### src/rtl/program_loader.sv
// Boot-time program loader: turns a length-prefixed little-endian byte stream into
// one-cycle instruction-memory writes and holds the core until the program is in.
//
// state | meaning
// IDLE  | after reset, waiting for start; core held
// LEN   | collecting the 4-byte program length
// DATA  | collecting the 4 bytes of the next instruction word
// WRITE | one-cycle flash write of the assembled word; input back-pressured
// DONE  | program complete; core released
// ERROR | length exceeded DEPTH_WORDS; core held until the next start
module program_loader #(
    parameter int          WIDTH       = 32,
    parameter int          DEPTH_WORDS = 256,
    parameter int unsigned BASE_ADDR   = 0,
    localparam int         CW          = $clog2(DEPTH_WORDS) + 1
) (
    input  logic             clk,
    input  logic             rst,
    input  logic             start,
    input  logic             byte_valid,
    input  logic [7:0]       byte_data,
    output logic             byte_ready,
    output logic             flash_en,
    output logic [WIDTH-1:0] flash_addr,
    output logic [WIDTH-1:0] flash_data,
    output logic             core_hold,
    output logic             done,
    output logic             overflow,
    output logic [CW-1:0]    word_count
);

    if (WIDTH != 32) begin : g_width_check
        $error("program_loader supports WIDTH=32 only");
    end

    typedef enum logic [2:0] {
        IDLE  = 3'd0,
        LEN   = 3'd1,
        DATA  = 3'd2,
        WRITE = 3'd3,
        DONE  = 3'd4,
        ERROR = 3'd5
    } state_t;

    state_t        state, state_next;
    logic [1:0]    byte_idx;
    logic [23:0]   word_buf;
    logic [CW-1:0] len;
    logic [31:0]   n_full;
    logic [CW-1:0] wc_next;
    logic          accept;
    logic          last_byte;

    assign accept    = byte_valid && byte_ready;
    assign last_byte = accept && (byte_idx == 2'd3);
    // The fourth byte goes straight into the word, so only three need buffering.
    assign n_full    = {byte_data, word_buf};
    assign wc_next   = word_count + CW'(1);

    assign byte_ready = (state == LEN) || (state == DATA);
    assign flash_en   = (state == WRITE);
    assign core_hold  = (state != DONE);
    assign done       = (state == DONE);
    assign overflow   = (state == ERROR);

    always_ff @(posedge clk or posedge rst) begin
        if (rst) begin
            state <= IDLE;
        end else begin
            state <= state_next;
        end
    end

    always_comb begin
        state_next = state;
        case (state)
            IDLE: begin
                if (start) state_next = LEN;
            end
            LEN: begin
                if (last_byte) begin
                    if (n_full == 32'd0)                     state_next = DONE;
                    else if (n_full > 32'(DEPTH_WORDS))      state_next = ERROR;
                    else                                     state_next = DATA;
                end
            end
            DATA: begin
                if (last_byte) state_next = WRITE;
            end
            WRITE: begin
                state_next = (wc_next == len) ? DONE : DATA;
            end
            DONE, ERROR: begin
                if (start) state_next = LEN;
            end
            default: state_next = IDLE;
        endcase
    end

    always_ff @(posedge clk or posedge rst) begin
        if (rst) begin
            byte_idx   <= 2'd0;
            word_buf   <= 24'd0;
            len        <= '0;
            word_count <= '0;
            flash_addr <= '0;
            flash_data <= '0;
        end else begin
            if (accept) begin
                byte_idx <= byte_idx + 2'd1;
                case (byte_idx)
                    2'd0: word_buf[7:0]   <= byte_data;
                    2'd1: word_buf[15:8]  <= byte_data;
                    2'd2: word_buf[23:16] <= byte_data;
                    default: begin
                        if (state == LEN) begin
                            len        <= n_full[CW-1:0];
                            word_count <= '0;
                        end else begin
                            // Loaded one cycle early so the WRITE cycle presents them straight from flops.
                            flash_data <= n_full;
                            flash_addr <= WIDTH'(BASE_ADDR) + (WIDTH'(word_count) << 2);
                        end
                    end
                endcase
            end
            if (state == WRITE) begin
                word_count <= wc_next;
            end
        end
    end

endmodule
### config.mk
export PLATFORM = sky130hd
export DESIGN_NAME = program_loader
export DESIGN_NICKNAME = d
export VERILOG_FILES = /design/src/rtl/program_loader.sv
export SDC_FILE = /design/constraint.sdc
export NUM_CORES = 1
export LEC_CHECK = 0
export BUFFER_PORTS_ARGS = -buffer_cell sky130_fd_sc_hd__buf_4
export CORE_MARGIN = 1
export CORE_UTILIZATION = 49
export CTS_CLUSTER_DIAMETER = 200
export DETAILED_ROUTE_END_ITERATION = 8
export GPL_TIMING_DRIVEN = 0
export PLACE_DENSITY = 0.76
export SYNTH_ARGS = -nofsm -noshare
export SYNTH_HDL_FRONTEND = slang
export SYNTH_SLANG_ARGS = --single-unit
### constraint.sdc
create_clock -name clk -period 2.24 [get_ports clk]
set_input_delay 0 -clock clk [delete_from_list [all_inputs] [get_ports clk]]
set_output_delay 0 -clock clk [all_outputs]
set_load 0.01 [all_outputs]
Word-level counts from Yosys, hierarchy flattened
Cells that the tools add are included.

Add/sub/neg operators: 2. $lt $le $gt $ge: 1. Equal/unequal tests: 14. Muxes and demuxes: 11. Bitwise gates (word level): 2. Reductions and logical operators: 17.

Operator list (number): $mux W9 (4); $gt A32 B9 Y1 const B (1); $logic_not A32 Y1 (1); $mux W3 (6); $pmux W3 S4 (1); $reduce_and A3 Y1 (4); $add A9 B1 Y9 const B (1); $eq A9 B9 Y1 (1); $eq A3 B2 Y1 const B (2); $eq A3 B3 Y1 const B (2); $reduce_and A2 Y1 (3); $reduce_or A3 Y1 (2); $eq A2 B2 Y1 const B (2); $ne A2 B1 Y1 const B (2); $ne A2 B2 Y1 const B (2); $reduce_bool A2 Y1 (2); $eq A3 B1 Y1 const B (1); $logic_not A3 Y1 (1); $ne A3 B3 Y1 const B (1); $add A2 B1 Y2 const B (1); $eq A2 B1 Y1 const B (1); $logic_and A1 B1 Y1 (2); $logic_not A2 Y1 (1); $not A1 Y1 (2); $logic_or A1 B1 Y1 (1).

Register bits after elaboration: 88. Logic and storage cells: 56.

Logic depth before layout (Yosys ltp)
Depth in word-level cells: 6. Gate-level depth with buffers: 8. Depth with buffers taken out: 7.

Least setup slack after synthesis
OpenSTA, ideal clock, no wires.

Path kind: register to register. From: register word_count[0]. To: register state[2]. Arrival: 2.065 ns. Slack: 0.098 ns. Cell stages (with the launch flop): 9. Clock period less this slack: 2.142 ns. Path through: dfrtp_1 ha_1 buf_6 xor3_1 nor3_2 o2111ai_1 o311a_1 or4_1 o21ai_1.

Cells in the longest elaborated chain, start to end: 4.

Ends and longest elaborated chain: from (decl) (RTL line 29) `output logic [CW-1:0] word_count`; from (signal assigned) (RTL line 128) `word_count <= wc_next;`; $add A9 B1 Y9 (RTL line 58) `assign wc_next = word_count + CW'(1);`; $eq A9 B9 Y1 (RTL line 91) `state_next = (wc_next == len) ? DONE : DATA;`; $mux W3 (RTL line 91); $pmux W3 S4 (RTL line 76) `case (state)`; to (signal assigned) (RTL line 70) `state <= state_next;`; to (decl) (RTL line 45) `state_t state, state_next;`.

No other way between the ends. A chain may end at the register's enable or synchronous reset.

Worst setup path after layout
Ends and elaborated chain as after synthesis.

==> impl_results.md <==
* Commonest non-fill, non-tap cells in the layout: 91 x buf_4, 85 x dfrtp_1, 74 x mux2_2, 23 x conb_1, 22 x nand2_1
* Routed wire length at 8260 um
* Drt pass-1 iters at 4
* Max frequency at between 400 and 500 MHz
* Synthesis warning total at 0
* GRT Residual Overflow at 0
* P_leak at 0.00257 uW
* RSZ-0062 raised after global routing: no
* Starting Density at 0.516
* Required time of the critical path at 2.53 ns
* Switching pwr at 1820 uW
* Number of diodes at 0
* Switching Fraction at 0.354
* Top Family by Delay on Critical Path: simple AND/OR/NAND/NOR gates
* Synthesized area at 4070 sq um
* Tmin final at 2.08 ns
* Clk Latency, worst-skew pair at 0.37 ns
* Data arrival, critical path at ~2.4 ns
* Util after Layout at 0.647
* Reg power frac at 0.483
* Number of synthesized flops with an enable pin at 0
* Rows at 32
* Worst-Margin Slew at 0.658 ns
* Largest net degree at the start of global routing at 34
* Die area at approximately 8700 sq um
* CP bufs+invs at 1
* Avg WL per Cell at 15.2 um
* HP Class: input pin to flip-flop
* Final-report hold violation count at 0
* Max_cap viols at 0
* Sequential share of the synthesized area at 0.542
* Setup crit start kind: flip-flop
* Final setup viols at 0
* Power per standard cell area at slightly above 1000 nW/um^2
* Fill cell count at 625
* RePlAce Congestion at 0.822
* Clock buffer count from CTS at 9
* Clock-pin slew on the worst setup and hold paths at ~0.09 ns
* Pre-CTS WS at -0.0362 ns
* Async S/R FF share, synth at 1.00
* Placed cell count at 518
* Synth Instances at 326
* CTS tree: done
* Placement Cell Area at between 4000 and 5000 sq um
* VDD IR max at 0.519 mV
* Fin worst setup slack at roughly 0.16 ns
* Reg2reg setup slack at 0.16 ns
* Clk root buf: clkbuf_8
* Via count at 2836
* Final Non-Filler Cells at approximately 550
* Initial antenna violation count at 0
* Post-route design area at 5110 sq um
* Chip height at 93.1 um
* Clock Sinks at approximately 90
* Max incr delay on CP at 0.50 ns
* DRC viols at 0
* Top_reg_cell synth: dfrtp_1
* Overall routing resource usage at 0.206
* DRT antenna net count at 0
* Final Cycle Share at 0.931
* Worst-path cell chain: ha_1 -> buf_6 -> nand3_1 -> nor2_2 -> xnor2_1 -> nand4_1 -> or4_1 -> o21ai_1
* Final HPWL DP at roughly 5900 um
* Worst clock skew at just over 0.01 ns
* Core ar. at 7890 sq um
* Netlist cell types at 38
* Port bufs at 66
* Number of synthesized register bits at 88
* # IOs at 90
* Slowest CP cell: or4_1
* Internal at 3320 uW
* P&R area growth vs syn at 25.6%
* Crit Path Category: flip-flop to flip-flop
* H-tree levels at 3
* Syn Area/Cell at approximately 12 sq um
* Max-slew violations at 0
* Share of cells above drive strength 1 at 0.440
* Vias/cell at 5.20
* Initial DRC Count at 155
* Nets at 456
* First-pass GRT wire length at between 10000 and 15000 um
* Worst slew margin at 0.560
* Die Wd at 93.1 um
* Worst-path maximum fanout at 10
* Status: finished clean
* Clock power frac at 0.199
* CTS Buffer Depth at 2
* Gate power share at 0.318
* CP endpoint kind: flip-flop
* Vias in the first global route at 2687
* Commonest non-fill, non-tap cell in the layout: buf_4
[stage by stage]
step	hold WS [ns]	power [uW]	TNS, ns
5_1_grt	0.0448	5440	0
2_1_floorplan	0.151	3540	0
3_3_place_gp	0.280	3990	-0.0308
6_report	0.00706	5130	0
3_5_place_dp	0.134	4090	-0.0362
4_1_cts	0.00712	5120	0
[worst register-to-register path, stage by stage, from the launching register on]
cell and delay [ns]:
dfrtp_2 0.42, ha_1 0.17, buf_6 0.14, nand3_1 0.18, nor2_2 0.19, xnor2_1 0.13, nand4_1 0.14, or4_1 0.50
o21ai_1 0.13
[sequential cells by signal (all words and copies together), names as in the netlist]
signal	cells
word_count	9
len	9
byte_idx	2
state	3
flash_data	32
flash_addr	9
word_buf	24
[per-layer routing]
metal | wire length [um] | share of wire | global-route usage | vias up
met5 | 0 | 0 | 0 | -
met4 | 164 | 0.020 | 0.0897 | 0
met3 | 336 | 0.041 | 0.0366 | 14
met2 | 4000 | 0.48 | 0.319 | 78
met1 | 3760 | 0.46 | 0.285 | 1412
li1 | - | - | - | 1332
[power groups by stage]
stage          Sequential [uW]  Clock (uW)  Combinational (uW)
4_1_cts                   2490        1040                1600
3_3_place_gp              2490           0                1510
2_1_floorplan             2390           0                1140
5_1_grt                   2560        1090                1800
3_5_place_dp              2520           0                1570
6_report                  2480        1020                1630
[final cells by class]
cell class                 count  area (sq um)  area share
clock buffer                   9           124      0.0243
timing repair buffer          79           641       0.125
tap                          102           128      0.0250
multi-input combinational    219          1690       0.331
inverter                       7          30.0     0.00588
sequential                    88          2210       0.432
clock inverter                 7          55.1      0.0108
buffer                        34           231      0.0453
[final timing paths]
path / startpoint / end / cells after the start
worst max-delay path: word_count[0]$_DFFE_PP0P_ / state[2]$_DFFE_PP0P_ / 8
worst min-delay path: start / state[0]$_DFFE_PP0P_ / 3
worst max register to register: word_count[0]$_DFFE_PP0P_ / state[2]$_DFFE_PP0P_ / 8
worst min register to register: flash_addr[3]$_DFFE_PP0P_ / flash_addr[3]$_DFFE_PP0P_ / 1
max in group asynchronous: rst / word_count[4]$_DFFE_PP0P_ / 4
min in group asynchronous: rst / state[0]$_DFFE_PP0P_ / 3
[timing repair]
item | CTS | global route
hold buffers | 9 | 0
endpoints found under the hold margin | 59 | 0
buffers inserted | 0 | 2
gates resized for setup | 1 | 3
pin swaps | 0 | 3
endpoints found under the setup margin | 2 | 2
[cell usage after synthesis, drive strengths merged (2+ instances only)]
library cell | count | area (sq um)
nor2 | 12 | 45.0
ha | 6 | 75.1
buf | 28 | 209
nand3 | 3 | 15.0
o21ai | 21 | 105
mux2 | 74 | 833
nor3b | 2 | 20.0
nor3 | 4 | 25.0
dfrtp | 88 | 2200
nand2 | 22 | 82.6
inv | 7 | 26.3
nor4 | 8 | 50.1
and3 | 3 | 18.8
clkbuf | 6 | 22.5
a21oi | 3 | 15.0
xnor2 | 9 | 78.8
nor2b | 2 | 12.5
and2 | 2 | 12.5
nand4 | 5 | 31.3
o31ai | 4 | 30.0
xor2 | 6 | 52.6
[cell families after synthesis]
logic type / share of synthesized area
compound gates: 0.0495
xor+xnor: 0.0382
fa+ha+maj: 0.0185
buf+inv: 0.0634
flops: 0.542
mux: 0.205
other cells: 0.000922
simple gates: 0.0831
(Power assumes the default switching activity.)
